===== config.mk =====
export PLATFORM = sky130hd
export DESIGN_NAME = dco_popcount
export DESIGN_NICKNAME = d
export VERILOG_FILES = /design/src/rtl/dco_pkg.sv /design/src/rtl/dco_popcount.sv
export SDC_FILE = /design/constraint.sdc
export NUM_CORES = 1
export LEC_CHECK = 0
export ABC_AREA = 1
export BUFFER_PORTS_ARGS = -buffer_cell sky130_fd_sc_hd__buf_2
export CORE_MARGIN = 2
export CORE_UTILIZATION = 47
export DETAILED_ROUTE_END_ITERATION = 8
export PLACE_DENSITY = 0.85
export SETUP_SLACK_MARGIN = 0.15
export SLEW_MARGIN = 15
export SYNTH_ARGS = -nofsm -noshare
export SYNTH_HDL_FRONTEND = slang
export SYNTH_SLANG_ARGS = --single-unit

===== constraint.sdc =====
create_clock -name vclk -period 16.8
set_input_delay 1.68 -clock vclk [all_inputs]
set_output_delay 1.68 -clock vclk [all_outputs]
set_load 0.1 [all_outputs]

===== src/rtl/dco_pkg.sv =====
// Shared constants and the clamped half-period calculation for the DCO model.
package dco_pkg;

  localparam int DCO_CELLS = 132;
  localparam int DCO_CNT_W = 16;
  localparam int DCO_N_W   = 8;

  localparam int DCO_HALF_MAX_DEF  = 200;
  localparam int DCO_HALF_STEP_DEF = 1;
  localparam int DCO_HALF_MIN_DEF  = 2;

  // Clamp to hmin before subtracting so the result never wraps.
  function automatic logic [DCO_CNT_W-1:0] dco_half_calc(
    input logic [DCO_N_W-1:0] n,
    input int                 hmax,
    input int                 hstep,
    input int                 hmin
  );
    int prod;
    prod = int'(n) * hstep;
    if (prod + hmin > hmax) begin
      return DCO_CNT_W'(hmin);
    end
    return DCO_CNT_W'(hmax - prod);
  endfunction

endpackage


===== src/rtl/dco_popcount.sv =====
// Combinational population count of the 132 enable bits as a binary adder tree.
module dco_popcount
  import dco_pkg::*;
(
  input  logic [DCO_CELLS-1:0] bits_i,
  output logic [DCO_N_W-1:0]   count_o
);

  // 2^8 leaves cover all 132 cells; unused leaves are tied to zero.
  localparam int LEVELS = 8;

  for (genvar l = 0; l <= LEVELS; l++) begin : g_lvl
    localparam int W = 256 >> l;
    logic [DCO_N_W-1:0] s [W];
    for (genvar i = 0; i < W; i++) begin : g_node
      if (l == 0) begin : g_leaf
        if (i < DCO_CELLS) begin : g_bit
          assign s[i] = DCO_N_W'(bits_i[i]);
        end else begin : g_pad
          assign s[i] = '0;
        end
      end else begin : g_sum
        assign s[i] = g_lvl[l-1].s[2*i] + g_lvl[l-1].s[2*i+1];
      end
    end
  end

  assign count_o = g_lvl[LEVELS].s[0];

endmodule


; ---- Word-level counts from Yosys, hierarchy flattened
; Cells that the tools add are included.
[totals]
output_inout_bits = 8
register_bits = 0
input_bits = 132
[classes]
add_sub_neg = 131
[ops]
columns = op, count
row1 = $add 8x8->8, 20
row2 = $add 1x1->2, 66
row3 = $add 2x2->3, 33
row4 = $add 3x3->4, 12

; ---- Logic depth before layout (Yosys ltp)
; Gate-level depths: netlist of the first run.
[logic_depth]
ltp_word = 8
ltp_mapped = 27
depth_no_buf = 27

; ---- Worst setup path after synthesis of the first run
; No wires, ideal clock.
[synth_timing]
kind = input port to output port
startpoint = input bits_i[112]
endpoint = output count_o[6]
path_stages = 23
t_required_ns = 15.120
setup_slack_ns = 5.785
arrival_ns = 9.335
cell_sequence = inv_1 > fa_1 > fa_1 > fa_1 > inv_1 > ha_1 > fa_1 > xor2_1 > fa_1 > inv_1 > fa_1 > fa_1 > inv_1 > fa_1 > fa_1 > inv_1 > fa_1 > inv_1 > ha_1 > fa_1 > nand3_1 > nand2_1 > xor2_1
[synth_between]
elab_chain_len = 8
[synth_rtl]
columns = element, line_no
row1 = from (decl), dco_popcount.sv:5  ; input logic [DCO_CELLS-1:0] bits_i,
row2 = $add 1x1->2, dco_popcount.sv:23  ; assign s[i] = g_lvl[l-1].s[2*i] + g_lvl[l-1].s[2*i+1];
row3 = $add 2x2->3, dco_popcount.sv:23
row4 = $add 3x3->4, dco_popcount.sv:23
row5 = $add 8x8->8 (5 in a row), dco_popcount.sv:23
row6 = to (decl), dco_popcount.sv:6  ; output logic [DCO_N_W-1:0] count_o
; No other way between the ends.

; ---- Worst setup path after layout of the first run
[layout_timing]
startpoint = input bits_i[48]
endpoint = output count_o[6]
; Same word-level chain as after synthesis.

==> flow_metrics.py, run 1 <==
metrics = {
    "status": {
        "outcome": "finished, final reports clean",
    },
    "logic_synthesis": {
        "synthMuxAreaShare_pct": 0,
        "synth-xor-area-share_pct": 3.84,
        "avgSynthCellArea_um2": 9.32,
        "ys_seq_area_share_pct": 0,
        "synth_compound_area_share_pct": 0.939,
        "synthAdderAreaFrac_pct": 72.4,
        "synth_cell_type_count": 14,
        "synth-warning-count": 0,
        "synth_cells": 486,
        "yosys.area.top_type_share_pct": 53.5,
        "yosys.area_share.simple_pct": 4.14,
        "syn_area_um2": 4530,
        "synth_top_family_by_area": "adder cells",
        "synth_fp_nets": 807,
        "synth_top_cell_by_area": "fa_1",
        "synth.area.top_cells": "fa_1 (53%), ha_1 (19%), inv_1 (19%)",
    },
    "global_route": {
        "gr-usage-all-layers_pct": 17.8,
        "antenna_found_initial": 0,
        "grt_pass1_vias": 3873,
        "grt_max_degree": 6,
        "overflow": 0,
        "grt_pass1_wl_um": 15100,
    },
    "worst_hold_path": {
        "hp-class": "input port to output port",
        "hold_start": "bits_i[2]",
        "min_to": "count_o[0]",
        "holdPathStages": 6,
    },
    "cts": {
        "post-cts-setup-buffers": 0,
        "cts-resized-gates": 0,
        "holdBufCountCts": 0,
    },
    "route": {
        "first_pass_iters": 4,
        "route.detailed.drc": 0,
        "via_per_inst": 4.32,
        "drt_wl_total_um": 8340,
        "vias": 3264,
        "wl_met3_um": 372,
        "antenna_left": 0,
        "drt_iter0_drc": 41,
        "wl_met2_um": 4590,
        "routed.top_layer": "met4",
        "avgRoutedWirePerCell_um": 11.0,
        "route.layer.met1.wl_um": 3280,
    },
    "die": {
        "dieArea_um2": 10400,
        "die_x_um": 102,
        "core_area_um2": 9280,
        "io_pins": 140,
        "die_h_um": 102,
        "start_util_pct": 48.8,
        "rows": 35,
    },
    "final_layout": {
        "final-seq-area_um2": 0,
        "finish.utilization_pct": 58.1,
        "nClkBuffers": 0,
        "syn_to_final_growth_pct": 19.0,
        "seq_cell_count": 0,
        "n_antenna_cell": 0,
        "nets": 949,
        "drive_above_1_share_pct": 22.8,
        "n_fill_cell": 822,
    },
    "timing": {
        "rsz0062_at_grt": "no",
        "tightest_slew_ns": 0.510,
        "period_share_pct": 62.5,
        "slew_headroom_pct": 66.2,
        "setup_ws_ns": 6.29,
        "slew_viol_final": 0,
        "max_freq_mhz": 95.2,
        "setup_tns_ns": 0,
        "min_period_ns": 10.51,
        "hold_violations": 0,
        "finalSetupViolCount": 0,
    },
    "place": {
        "dpl_worst_slack_ns": 6.26,
        "place_congestion": 0.808,
        "portBuffers": 140,
        "dp_hpwl_um": 8360,
    },
    "worst_setup_path": {
        "worstPathArrival_ns": 8.83,
        "cp-start-kind": "input port",
        "cpMostUsedCell": "fa_1",
        "cp_slowest_cell": "fa_1",
        "criticalPathCategory": "input port to output port",
        "worstPathRequired_ns": 15.12,
        "worst_setup_path_end_kind": "output port",
        "critPathMaxFanout": 3,
        "max_stage_delay_ns": 0.57,
    },
    "job": {
        "max_cap_violations": 0,
    },
}
worst max-delay path, delay by kind of cell:
family                   cells  cell delay (ns)
XOR/XNOR                     2             0.40
adder cells (fa/ha/maj)     13             5.77
buffers and inverters        8             0.81
AND/OR/NAND/NOR              2             0.16
through the flow:
| stage | std cells | cell area [um^2] | hold WS, ns |
|---|---|---|---|
| 2_1_floorplan | 486 | 4530 | 4.13 |
| 3_3_place_gp | 755 | 5390 | 4.19 |
| 3_5_place_dp | 755 | 5390 | 4.21 |
| 4_1_cts | 755 | 5390 | 4.21 |
| 5_1_grt | 755 | 5390 | 4.29 |
| 6_report | 755 | 5390 | 4.20 |
cell usage after synthesis:
master	instances
inv_1	225
xor2_1	14
a21o_2	2
xor2_2	1
xnor2_1	4
fa_1	121
nand4_1	1
a21oi_1	2
nand3_1	13
o21ai_0	3
nand2_1	30
nor2_1	1
ha_1	68
maj3_1	1
layer usage:
| metal | vias up | GRT usage [%] |
|---|---|---|
| li1 | 1606 | - |
| met1 | 1565 | 21.3 |
| met2 | 87 | 36.3 |
| met3 | 6 | 0.547 |
| met4 | 0 | 1.54 |
| met5 | - | 0 |
worst max-delay path by stage:
stage	start	depth (start not counted)	to	slack (ns)
2_1_floorplan	bits_i[112]	23	count_o[6]	5.79
3_3_place_gp	bits_i[112]	25	count_o[6]	6.42
3_5_place_dp	bits_i[48]	25	count_o[6]	6.26
4_1_cts	bits_i[48]	25	count_o[6]	6.25
5_1_grt	bits_i[112]	25	count_o[6]	5.98
6_report	bits_i[48]	25	count_o[6]	6.29
cell families after synthesis:
logic type,count (synthesis)
buf+inv,225
xor+xnor,19
fa+ha+maj,190
simple gates,45
compound gates,7
cells in the final DEF (no fill, tap or decap):
master     n
buf_2    140
maj3_1     1
fa_1     121
a21o_2     2
xor2_2     1
nor2_1     1
o21ai_0    3
ha_1      68
nand2_1   30
nand4_1    1
xnor2_1    4
a21oi_1    2
nand3_1   13
inv_1    225
xor2_1    14
area by class of cell:
cell class	instances	area [um^2]	share of cell area (%)
inverter	225	845	15.7
tap	129	161	2.99
timing repair buffer	140	701	13.0
multi-input combinational	261	3690	68.4
Power of run 1 is not shown: default switching activity piles up to over one toggle a cycle in this logic, so the estimate is an artifact.
==> inputs of run 2 (changes only) <==
Clock period 16.8 ns to 9.7 ns, I/O delays scaled along.
==> run 2 against run 1 <==
Critical path depth stayed put. Via count barely moved. Largest cell class unchanged. Critical path type unchanged. Sequential share of layout area stayed put. Routed wire length increased by 0.23%. Highest routed layer unchanged. Setup slack worse by 5.6 ns. Global-route usage fell by 0.15 points.
==> flow_metrics.py, run 2 (synthesis results as in run 1) <==
metrics = {
    "final_layout": {
        "final_common_cell": "inv_1",
        "n_fill_cell": 814,
        "nClkBuffers": 0,
        "seq_cell_count": 0,
        "multi_input_area_um2": 3690,
        "nets": 949,
        "syn_to_final_growth_pct": 19.2,
        "n_antenna_cell": 0,
        "final_cell_mix": "inv_1 (225), buf_2 (140), fa_1 (121), ha_1 (68), nand2_1 (30)",
        "final-seq-area_um2": 0,
        "drive_above_1_share_pct": 23.0,
    },
    "global_route": {
        "gr-usage-all-layers_pct": 17.6,
        "antenna_found_initial": 0,
        "overflow": 0,
        "grt_max_degree": 6,
        "grt_pass1_vias": 3814,
        "grt_pass1_wl_um": 14900,
    },
    "die": {
        "die_h_um": 102,
        "core_area_um2": 9280,
        "rows": 35,
        "dieArea_um2": 10400,
        "io_pins": 140,
        "die_x_um": 102,
        "start_util_pct": 48.8,
    },
    "worst_setup_path": {
        "worst_setup_path_end_kind": "output port",
        "worstSetupEndpoint": "count_o[6]",
        "criticalPathCategory": "input port to output port",
        "worstPathArrival_ns": 8.07,
        "cp-start-kind": "input port",
        "worstPathRequired_ns": 8.73,
        "crit_start": "bits_i[40]",
        "critPathMaxFanout": 3,
    },
    "route": {
        "drt_wl_total_um": 8350,
        "first_pass_iters": 4,
        "route.detailed.drc": 0,
        "antenna_left": 0,
        "drt_iter0_drc": 38,
        "avgRoutedWirePerCell_um": 11.1,
        "via_per_inst": 4.32,
        "vias": 3263,
    },
    "place": {
        "place_congestion": 0.807,
        "dp_hpwl_um": 8340,
        "portBuffers": 140,
    },
    "status": {
        "outcome": "finished, final reports clean",
    },
    "timing": {
        "rsz0062_at_grt": "no",
        "tightest_slew_ns": 0.504,
        "slew_headroom_pct": 66.6,
        "max_freq_mhz": 111,
        "min_period_ns": 9.04,
        "finalSetupViolCount": 0,
        "period_share_pct": 93.2,
        "slew_viol_final": 0,
        "setup_tns_ns": 0,
        "hold_violations": 0,
    },
    "cts": {
        "cts-resized-gates": 0,
        "post-cts-setup-buffers": 0,
        "holdBufCountCts": 0,
    },
    "worst_hold_path": {
        "hp-class": "input port to output port",
    },
    "job": {
        "max_cap_violations": 0,
    },
}
==> run 2: cell count changes in the layout (fill, tap and decap cells not counted) <==
cell / delta
xor2_1: -1
xor2_2: +1
==> run 2: per-layer routing <==
metal	track usage [%]	vias up	part of all wire (%)
met4	2.26	0	0.90
met3	1.57	6	5.0
li1	-	1603	-
met5	0	-	0
met2	35.9	89	56
met1	20.3	1565	39
==> run 2: critical path: stages <==
cell     delay, ns
buf_2         0.11
fa_1          0.52
inv_1         0.05
fa_1          0.45
fa_1          0.50
inv_1         0.04
ha_1          0.21
fa_1          0.38
xor2_1        0.22
fa_1          0.47
fa_1          0.51
inv_1         0.06
fa_1          0.55
inv_1         0.06
fa_1          0.47
fa_1          0.49
inv_1         0.06
fa_1          0.53
inv_1         0.04
ha_1          0.23
fa_1          0.41
nand3_1       0.09
nand2_1       0.08
xor2_2        0.13
buf_2         0.44
==> run 2: stage by stage <==
stage	setup WS [ns]	cell area (um^2)	hold WS, ns	utilization, %	instances
2_1_floorplan	0.213	4540	2.71	-	486
3_3_place_gp	0.729	5400	2.77	58.2	755
3_5_place_dp	0.637	5400	2.78	58.2	755
4_1_cts	0.627	5400	2.79	58.2	755
5_1_grt	0.339	5400	2.84	58.2	755
6_report	0.662	5400	2.78	58.2	755
==> run 2: worst min-delay path by stage <==
| stage | cells past startpoint | from | to |
|---|---|---|---|
| floorplan | 4 | bits_i[2] | count_o[0] |
| global placement | 6 | bits_i[2] | count_o[0] |
| detailed placement | 6 | bits_i[2] | count_o[0] |
| CTS | 6 | bits_i[2] | count_o[0] |
| global route | 6 | bits_i[2] | count_o[0] |
| finish | 6 | bits_i[2] | count_o[0] |
==> run 2: final cells by class <==
type	instances	area share, %
inverters	225	15.6
multi-input cells	261	68.4
well taps	129	2.99
repair buffers	140	13.0
Power of run 2 is left out for the same reason.
